**config.mk**
```make
export PLATFORM = sky130hd
export DESIGN_NAME = inst_executor
export DESIGN_NICKNAME = d
export VERILOG_FILES = /design/src/rtl/inst_executor.sv
export SDC_FILE = /design/constraint.sdc
export NUM_CORES = 1
export LEC_CHECK = 0
export ABC_AREA = 0
export BUFFER_PORTS_ARGS = -buffer_cell sky130_fd_sc_hd__buf_2
export CORE_MARGIN = 1.5
export CORE_UTILIZATION = 25
export DETAILED_ROUTE_END_ITERATION = 16
export GPL_TIMING_DRIVEN = 0
export PLACE_DENSITY = 0.52
export SLEW_MARGIN = 20
export SYNTH_ARGS = -nofsm -noshare
export SYNTH_HDL_FRONTEND = slang
export SYNTH_SLANG_ARGS = --single-unit
```
**constraint.sdc**
```tcl
create_clock -name clk -period 2.65 [get_ports clk]
set_clock_uncertainty 0.1 [all_clocks]
set_input_delay 0.53 -clock clk [delete_from_list [all_inputs] [get_ports clk]]
set_output_delay 0.53 -clock clk [all_outputs]
set_load 0.005 [all_outputs]
```
**src/rtl/inst_executor.sv**
```systemverilog
`default_nettype none
// ============================================================================
// Module   : inst_executor
// Purpose  : Synchronizes decoder command pulses and runs the acquisition
//            window and tagged channel readout sequence.
// Revision : 1.0 - initial release
// ============================================================================
module inst_executor #(
    parameter int SYNC_STAGES = 2,
    parameter int NUM_CH      = 8,
    parameter int SAMPLE_BITS = 10,
    parameter int ACQ_CYCLES  = 64,
    localparam int CHW        = $clog2(NUM_CH)
) (
    input  logic                       clk,
    input  logic                       rst,
    input  logic                       inst_rst,
    input  logic                       inst_readout,
    input  logic                       inst_start,
    output logic                       sample_en,
    output logic [CHW-1:0]             ch_sel,
    input  logic [SAMPLE_BITS-1:0]     ch_data,
    output logic [CHW+SAMPLE_BITS-1:0] out_data,
    output logic                       out_valid,
    input  logic                       out_ready,
    output logic                       rd_done,
    output logic                       busy,
    output logic [7:0]                 status
);

    localparam int ACQW = $clog2(ACQ_CYCLES + 1);

    typedef enum logic [1:0] {
        IDLE = 2'd0,
        ACQ  = 2'd1,
        HOLD = 2'd2,
        READ = 2'd3
    } state_t;

    // Each synchronizer row carries {start, readout, rst}; row SYNC_STAGES-1 is the oldest.
    logic [SYNC_STAGES-1:0][2:0] sync_q, sync_d;
    logic [2:0]                  prev_q;
    logic [2:0]                  cmd;
    logic                        cmd_rst, cmd_rd, cmd_start;

    state_t                       state_q, state_d;
    logic                         err_q, err_d;
    logic                         hold_valid_q, hold_valid_d;
    logic                         sample_en_q, sample_en_d;
    logic [CHW-1:0]               ch_sel_q, ch_sel_d;
    logic [CHW+SAMPLE_BITS-1:0]   out_data_q, out_data_d;
    logic                         out_valid_q, out_valid_d;
    logic                         rd_done_q, rd_done_d;
    logic                         busy_q, busy_d;
    logic [ACQW-1:0]              acq_cnt_q, acq_cnt_d;

    assign sync_d    = {sync_q[SYNC_STAGES-2:0], inst_start, inst_readout, inst_rst};
    assign cmd       = sync_q[SYNC_STAGES-1] & ~prev_q;
    assign cmd_rst   = cmd[0];
    assign cmd_rd    = cmd[1];
    assign cmd_start = cmd[2];

    always_ff @(posedge clk) begin
        if (rst) begin
            sync_q       <= '0;
            prev_q       <= '0;
            state_q      <= IDLE;
            err_q        <= 1'b0;
            hold_valid_q <= 1'b0;
            sample_en_q  <= 1'b0;
            ch_sel_q     <= '0;
            out_data_q   <= '0;
            out_valid_q  <= 1'b0;
            rd_done_q    <= 1'b0;
            busy_q       <= 1'b0;
            acq_cnt_q    <= '0;
        end else begin
            sync_q       <= sync_d;
            prev_q       <= sync_q[SYNC_STAGES-1];
            state_q      <= state_d;
            err_q        <= err_d;
            hold_valid_q <= hold_valid_d;
            sample_en_q  <= sample_en_d;
            ch_sel_q     <= ch_sel_d;
            out_data_q   <= out_data_d;
            out_valid_q  <= out_valid_d;
            rd_done_q    <= rd_done_d;
            busy_q       <= busy_d;
            acq_cnt_q    <= acq_cnt_d;
        end
    end

    always_comb begin
        state_d      = state_q;
        err_d        = err_q;
        hold_valid_d = hold_valid_q;
        sample_en_d  = sample_en_q;
        ch_sel_d     = ch_sel_q;
        out_data_d   = out_data_q;
        out_valid_d  = out_valid_q;
        rd_done_d    = 1'b0;
        acq_cnt_d    = acq_cnt_q;

        if (cmd_rst) begin
            state_d      = IDLE;
            err_d        = 1'b0;
            hold_valid_d = 1'b0;
            sample_en_d  = 1'b0;
            out_valid_d  = 1'b0;
            ch_sel_d     = '0;
            acq_cnt_d    = '0;
        end else begin
            case (state_q)
                IDLE: begin
                    if (cmd_rd) begin
                        err_d = 1'b1;
                    end else if (cmd_start) begin
                        state_d     = ACQ;
                        sample_en_d = 1'b1;
                        acq_cnt_d   = '0;
                    end
                end
                ACQ: begin
                    if (cmd_rd || cmd_start) begin
                        err_d = 1'b1;
                    end
                    if (acq_cnt_q == ACQW'(ACQ_CYCLES - 1)) begin
                        state_d      = HOLD;
                        sample_en_d  = 1'b0;
                        hold_valid_d = 1'b1;
                        acq_cnt_d    = '0;
                    end else begin
                        acq_cnt_d = acq_cnt_q + ACQW'(1);
                    end
                end
                HOLD: begin
                    if (cmd_rd) begin
                        state_d     = READ;
                        ch_sel_d    = '0;
                        out_valid_d = 1'b0;
                    end else if (cmd_start) begin
                        state_d      = ACQ;
                        hold_valid_d = 1'b0;
                        sample_en_d  = 1'b1;
                        acq_cnt_d    = '0;
                    end
                end
                READ: begin
                    if (cmd_rd || cmd_start) begin
                        err_d = 1'b1;
                    end
                    // Mux data is settled one cycle after ch_sel moves, so a word is
                    // captured only in the cycle that follows each channel advance.
                    if (!out_valid_q) begin
                        out_data_d  = {ch_sel_q, ch_data};
                        out_valid_d = 1'b1;
                    end else if (out_ready) begin
                        out_valid_d = 1'b0;
                        if (ch_sel_q == CHW'(NUM_CH - 1)) begin
                            rd_done_d    = 1'b1;
                            ch_sel_d     = '0;
                            hold_valid_d = 1'b0;
                            state_d      = IDLE;
                        end else begin
                            ch_sel_d = ch_sel_q + CHW'(1);
                        end
                    end
                end
                default: state_d = IDLE;
            endcase
        end

        busy_d = (state_d == ACQ) || (state_d == READ);
    end

    assign sample_en = sample_en_q;
    assign ch_sel    = ch_sel_q;
    assign out_data  = out_data_q;
    assign out_valid = out_valid_q;
    assign rd_done   = rd_done_q;
    assign busy      = busy_q;
    assign status    = {err_q, 3'b000, hold_valid_q, busy_q, state_q};

endmodule
`default_nettype wire

```
==> results of run 1 <==
==> cell usage in the layout (no fill, tap or decap) <==
| master | Yosys | routed |
|---|---|---|
| a21oi_1 | 8 | 8 |
| nand2_1 | 11 | 11 |
| nand2_4 | 1 | 1 |
| o21ai_1 | 1 | 1 |
| o21ai_2 | 1 | 1 |
| or2_1 | 1 | 1 |
| clkbuf_1 | 2 | 2 |
| buf_6 | 2 | 2 |
| dfxtp_1 | 39 | 39 |
| a221oi_1 | 1 | 1 |
| a31oi_1 | 2 | 2 |
| nor3_4 | 1 | 1 |
| clkbuf_8 | 0 | 7 |
| a22oi_1 | 1 | 1 |
| ha_1 | 3 | 3 |
| o21ai_0 | 3 | 3 |
| and4b_1 | 1 | 1 |
| nor2b_1 | 11 | 11 |
| inv_2 | 1 | 1 |
| nor2_1 | 22 | 22 |
| conb_1 | 1 | 3 |
| nand4_1 | 3 | 3 |
| or4_1 | 2 | 2 |
| inv_1 | 3 | 3 |
| nor3b_1 | 1 | 1 |
| nor3_1 | 5 | 5 |
| a311oi_1 | 4 | 4 |
| nand2b_1 | 4 | 4 |
| and3_1 | 1 | 1 |
| nor3b_2 | 1 | 1 |
| clkinvlp_4 | 0 | 1 |
| buf_2 | 3 | 43 |
| nand3_1 | 5 | 5 |
| o31a_2 | 1 | 1 |
| mux2i_1 | 14 | 14 |
| a211oi_1 | 1 | 1 |
| buf_4 | 7 | 7 |
| and2b_1 | 1 | 1 |
==> cell usage after synthesis (2+ instances only) <==
| cell type | instances |
|---|---|
| nand2_1 | 11 |
| buf_6 | 2 |
| a31oi_1 | 2 |
| nor2_1 | 22 |
| buf_2 | 3 |
| nand2b_1 | 4 |
| or4_1 | 2 |
| nor2b_1 | 11 |
| buf_4 | 7 |
| a21oi_1 | 8 |
| nand3_1 | 5 |
| clkbuf_1 | 2 |
| inv_1 | 3 |
| dfxtp_1 | 39 |
| nor3_1 | 5 |
| a311oi_1 | 4 |
| o21ai_0 | 3 |
| nand4_1 | 3 |
| mux2i_1 | 14 |
| ha_1 | 3 |
==> final cells by class <==
| class | instances | area [um2] |
|---|---|---|
| Sequential cell | 39 | 781 |
| Buffer | 14 | 97.6 |
| Fill cell | 678 | 4270 |
| Tap cell | 77 | 96.3 |
| Clock inverter | 1 | 7.51 |
| Timing Repair Buffer | 40 | 200 |
| Multi-Input combinational cell | 114 | 718 |
| Clock buffer | 7 | 96.3 |
| Inverter | 4 | 15.0 |
==> per-layer routing <==
layer / vias to the layer above / routed length (um)
li1: 670 / -
met1: 553 / 1650
met2: 30 / 1320
met3: 8 / 134
met4: 0 / 57
met5: - / 0
==> final timing paths <==
check | from | to | slack [ps] | cells past startpoint
worst max-delay path | state_q[0] | out_data[5] | 890 | 6
worst min register to register | sync_d[4] | sync_q[4] | 340 | 1
worst max register to register | state_q[0] | out_data[5] | 890 | 6
worst min-delay path | sync_d[4] | sync_q[4] | 340 | 1
==> state kept, by name, summed over array words and instances (netlist names) <==
signal,flops
out_data,13
acq_cnt_q,7
ch_sel,3
prev_q,3
sync_d,3
sync_q,3
state_q,2
err_q,1
hold_valid_q,1
out_valid,1
rd_done,1
sample_en,1
==> power groups by stage <==
stage	Sequential, mW	Clock (mW)	Combinational [mW]
2_1_floorplan	0.611	0	0.0398
6_report	0.598	0.441	0.0625
5_1_grt	0.599	0.483	0.0701
3_5_place_dp	0.612	0	0.0630
4_1_cts	0.598	0.460	0.0630
3_3_place_gp	0.612	0	0.0632
==> kinds of logic after synthesis <==
logic type / synth area share
and+or+nand+nor: 0.236
DFF: 0.487
AOI/OAI and AO/OA: 0.0936
buffers and inverters: 0.0702
muxes: 0.0874
adders and majority gates: 0.0234
other: 0.00234
==> per-stage QoR <==
stage | total power [mW] | util | std cells | hold slack [ps] | area [um2]
floorplan | 0.651 | - | 171 | 314 | 1610
finish | 1.10 | 0.321 | 296 | 340 | 2010
global route | 1.15 | 0.321 | 296 | 338 | 2010
global placement | 0.675 | 0.304 | 288 | 322 | 1910
CTS | 1.12 | 0.321 | 296 | 333 | 2010
detailed placement | 0.675 | 0.304 | 288 | 324 | 1910
==> worst max-delay path, stage by stage (launching register included) <==
cell	delay (ps)
dfxtp_1	480
buf_6	200
nand2_4	80
nor3_4	290
buf_6	220
mux2i_1	200
nor2_1	60
==> flow_summary_export.csv, run 1 <==
group,metric,value,unit
outcome,status,"complete, no violations",
cts,clk_pin_slew,80,ps
power_and_ir_drop,clkPwrFrac,0.400,
global_route,grt_pass1_wl,5.35,mm
route,ant_nets,0,
min_path,hp-class,"register to register",
final_layout,area_delta_synth_final,25.4,%
cts,post_cts_resized,0,
sta,setup_viol,0,
global_route,grt_max_degree,13,
setup_path,cp-start-kind,"register",
setup_path,worstPathArrival,1820,ps
cts,cts_sinks,39,
cts,cts_setup_buffers,0,
yosys,netlist_instances,169,
yosys,yosys_warnings,0,
cts,clock_latency,290,ps
route,via_count,1261,
route,drt-initial-drc-count,73,
global_route,antenna_found_initial,0,
yosys,synth_edf_count,0,
final_layout,num_antenna_cells,0,
yosys,async_flop_share,0,
final_layout,drive_gt1_frac,0.301,
global_route,grtUsageMet3,0.0268,
sta,hold_viol,0,
route,firstDrtPassIters,4,
yosys,avgSynthCellArea,9.49,um2
cts,cts_buffer_depth,2,
power_and_ir_drop,peakVddDrop,0.306,mV
sta,layout_setup_ws,892,ps
setup_path,critPathRequiredTime,2710,ps
final_layout,layout.nets,237,
yosys,synth_area,0.00160,mm2
power_and_ir_drop,combPwrFrac,0.057,
place,dp_worst_setup_slack,898,ps
power_and_ir_drop,p_int,0.860,mW
floorplan,fp.coreArea,0.00628,mm2
run,drv_cap,0,
floorplan,rows,29,
setup_path,cp_max_fo,10,
sta,rsz0062_at_grt,"no",
route,viasPerCell,4.26,
global_route,use_met1,0.131,
sta,period_needed,1760,ps
global_route,grt_busiest_layer,"met2",
global_route,first_global_vias,1125,
cts,tritoncts,"done",
route,drc,0,
sta,drv_slew,0,
power_and_ir_drop,p_switching,0.242,mW
cts,h-tree-depth,2,
global_route,met2_usage,0.140,
yosys,ys_types,36,
yosys,synth_flop_cell,"dfxtp_1",
floorplan,ios,44,
sta,max_freq,569,MHz
sta,setup-tns-final,0,ps
yosys,synth_seq_cells,39,
cts,cts_made_buffers,5,
floorplan,die_w,83.1,um
sta,finalCritPeriodShare,0.663,
power_and_ir_drop,switching_share,0.220,
yosys,ys_seq_area_frac,0.487,
yosys,yosysTopAreaCell,"dfxtp_1",
floorplan,start_util,0.256,
floorplan,die_y,83.1,um
power_and_ir_drop,p_leak,0.856,nW
floorplan,die-area,0.00691,mm2
cts,hold_buffers,0,
setup_path,critPathKind,"register to register",
yosys,synth_area_leaders,"dfxtp_1 (49%), mux2i_1 (8.7%), nor2_1 (5.1%)",
yosys,synth_top_area_share,0.487,
power_and_ir_drop,cellPowerDensity,548,mW/mm2
place,io_buffers,40,
route,wire_per_inst,10.6,um
setup_path,cp-end-kind,"register",
route,drt-total-wl,3.15,mm
place,gp_congestion,0.799,
global_route,track_usage,0.0969,
cts,cts_root_buf,"clkbuf_8",
power_and_ir_drop,p_seq_frac,0.543,
place,place_hpwl,2.31,mm
global_route,overflow,0,
Note: power is estimated with default switching activity, not from simulation.
==> run 2: changes to the inputs <==
--- a/config.mk
+++ b/config.mk
@@ -5,7 +5,7 @@
 export SDC_FILE = /design/constraint.sdc
 export NUM_CORES = 1
 export LEC_CHECK = 0
-export ABC_AREA = 0
+export ABC_AREA = 1
 export BUFFER_PORTS_ARGS = -buffer_cell sky130_fd_sc_hd__buf_2
 export CORE_MARGIN = 1.5
 export CORE_UTILIZATION = 25
==> constraint.sdc (replaced) <==
create_clock -name clk -period 1.7 [get_ports clk]
set_clock_uncertainty 0.1 [all_clocks]
set_input_delay 0.34 -clock clk [delete_from_list [all_inputs] [get_ports clk]]
set_output_delay 0.34 -clock clk [all_outputs]
set_load 0.005 [all_outputs]
==> flow_summary_export.csv, run 2 <==
group,metric,value,unit
outcome,status,"complete, no violations",
sta,rsz0062_at_grt,"no",
global_route,grt_max_degree,12,
yosys,synth_flop_cell,"dfxtp_1",
final_layout,filler_cell_count,714,
setup_path,r2r_setup_slack,190,ps
power_and_ir_drop,p_leak,0.979,nW
floorplan,die-area,0.00698,mm2
sta,hold_ws,149,ps
floorplan,rows,29,
final_layout,largest_register_ffs,13,
final_layout,final_common_cell,"nor2_1",
run,drv_cap,0,
yosys,synth_area,0.00162,mm2
yosys,async_flop_share,0,
setup_path,critPathKind,"register to register",
final_layout,most-common-layout-cells,"nor2_1 (44), buf_2 (41), dfxtp_1 (37), nand2_1 (27), inv_1 (25)",
floorplan,die_y,83.5,um
setup_path,r2r_end,"hold_valid_q",
min_path,hp-class,"input port to register",
power_and_ir_drop,peakVddDrop,0.480,mV
final_layout,stdcell_area,0.00202,mm2
cts,cts_setup_buffers,0,
global_route,first_global_vias,1337,
route,drt-initial-drc-count,44,
global_route,track_usage,0.110,
route,met3_length,153,um
route,viasPerCell,4.25,
final_layout,drive_gt1_frac,0.279,
floorplan,start_util,0.257,
yosys,avgSynthCellArea,7.51,um2
yosys,yosys_warnings,0,
final_layout,layout.nets,284,
route,wl_met1,1.69,mm
route,route.met2.wl,1.49,mm
setup_path,cp-end-kind,"register",
cts,tritoncts,"done",
setup_path,critPathRequiredTime,1780,ps
final_layout,num_antenna_cells,0,
yosys,ys_seq_area_frac,0.481,
floorplan,fp.coreArea,0.00631,mm2
cts,hold_buffers,0,
setup_path,cp_max_fo,5,
setup_path,worstReg2RegStart,"ch_sel[0]",
sta,period_needed,1510,ps
cts,cts_sinks,39,
final_layout,multi_input_area,669,um2
min_path,hp-start,"inst_readout",
place,dpl-instance-area,0.00193,mm2
yosys,ys_top_cells_by_count,"nor2_1 (45), dfxtp_1 (39), nand2_1 (27)",
route,routed.top_layer,"met4",
yosys,yosysTopAreaCell,"dfxtp_1",
cts,cts_made_buffers,5,
yosys,synth_seq_cells,39,
place,io_buffers,40,
route,firstDrtPassIters,4,
route,wire_per_inst,9.98,um
floorplan,ios,44,
route,via_count,1453,
cts,post_cts_resized,0,
setup_path,cp-start-kind,"register",
route,ant_nets,0,
setup_path,worstRegToRegCells,7,
route,drc,0,
yosys,synth_top_area_share,0.481,
cts,cts_root_buf,"clkbuf_8",
yosys,synth_area_leaders,"dfxtp_1 (48%), nor2_1 (10%), o21ai_0 (6.8%)",
cts,h-tree-depth,2,
final_layout,area_delta_synth_final,24.7,%
global_route,grt_pass1_wl,6.10,mm
sta,hold_viol,0,
place,place_hpwl,2.51,mm
floorplan,die_w,83.5,um
yosys,ys_types,21,
yosys,netlist_instances,216,
min_path,hold_path_depth,3,
yosys,synth.most_common_cell,"nor2_1",
sta,finalCritPeriodShare,0.891,
place,gp_congestion,0.756,
global_route,overflow,0,
cts,clk_pin_slew,70,ps
cts,cts_buffer_depth,2,
sta,drv_slew,0,
yosys,synth_edf_count,0,
min_path,whs_endpoint,"sync_d[4]",
global_route,antenna_found_initial,0,
cts,clock_latency,290,ps
power_and_ir_drop,power,1.65,mW
sta,setup_viol,0,
route,drt-total-wl,3.41,mm
power_and_ir_drop,cellPowerDensity,817,mW/mm2
final_layout,regArea,783,um2
sta,max_freq,660,MHz
setup_path,worstPathArrival,1590,ps
==> run 2: cell types whose count changed in the layout (fill, tap and decap cells not counted), sizes merged, moves of 2 or more <==
cell    before  now
a21oi        8   10
a311oi       4    0
buf         52   50
inv          4   26
mux2i       14    0
nand2       12   28
nand2b       4    0
nand3        5    9
nor2        22   55
nor2b       11    0
nor3         6    4
nor3b        2    0
o21ai        5   26
or4          2    0
==> run 2: worst max-delay path by stage <==
stage | endpoint | slack (ps) | start | cells after the start
floorplan | state_q[0] | 240 | ch_sel[0] | 7
global placement | hold_valid_q | -10 | ch_sel[0] | 7
detailed placement | state_q[0] | 20 | ch_sel[0] | 7
CTS | hold_valid_q | 4 | ch_sel[0] | 7
global route | state_q[0] | 50 | ch_sel[0] | 7
finish | hold_valid_q | 190 | ch_sel[0] | 7
==> run 2: power by group <==
| part | switching (mW) | internal [mW] | total (mW) |
|---|---|---|---|
| logic | 0.0515 | 0.0394 | 0.0909 |
| clock network | 0.309 | 0.318 | 0.627 |
| registers | 0.00788 | 0.927 | 0.935 |
| total | 0.368 | 1.28 | 1.65 |
==> run 2: per-layer routing <==
metal | vias up | track usage
met5 | - | 0
met4 | 0 | 0.0626
met3 | 8 | 0.0307
met2 | 27 | 0.165
met1 | 651 | 0.142
li1 | 767 | -
==> run 2: final cells by class <==
| cell class | count | area share |
|---|---|---|
| clock buffers | 6 | 0.0408 |
| repair buffers | 40 | 0.0990 |
| flip-flops and latches | 39 | 0.387 |
| multi-input cells | 141 | 0.331 |
| clock inverters | 1 | 0.00248 |
| well taps | 77 | 0.0476 |
| plain buffers | 12 | 0.0433 |
| inverters | 26 | 0.0483 |
==> run 2: per-stage QoR <==
step / worst slack [ps] / util / instances / TNS, ps
final: 186 / 0.320 / 342 / 0
after global routing: 54.3 / 0.320 / 342 / 0
after CTS: 4.27 / 0.319 / 342 / 0
after floorplan: 242 / - / 218 / 0
after detailed placement: 20.5 / 0.305 / 335 / 0
after global placement: -13.7 / 0.305 / 335 / -13.7
==> run 2: critical path: stages, from the launching register on <==
cell     delay (ps)
dfxtp_1         440
ha_1            190
ha_1            180
inv_1            70
o21ai_2         180
nand3_1         110
nand2_1          80
a21oi_1          40
==> run 2: cells by family after synthesis <==
logic type	after synthesis	synth area share
flops	39	0.481
compound gates	37	0.115
fa+ha+maj	3	0.0232
buf+inv	38	0.114
simple gates	98	0.264
other cells	1	0.00231
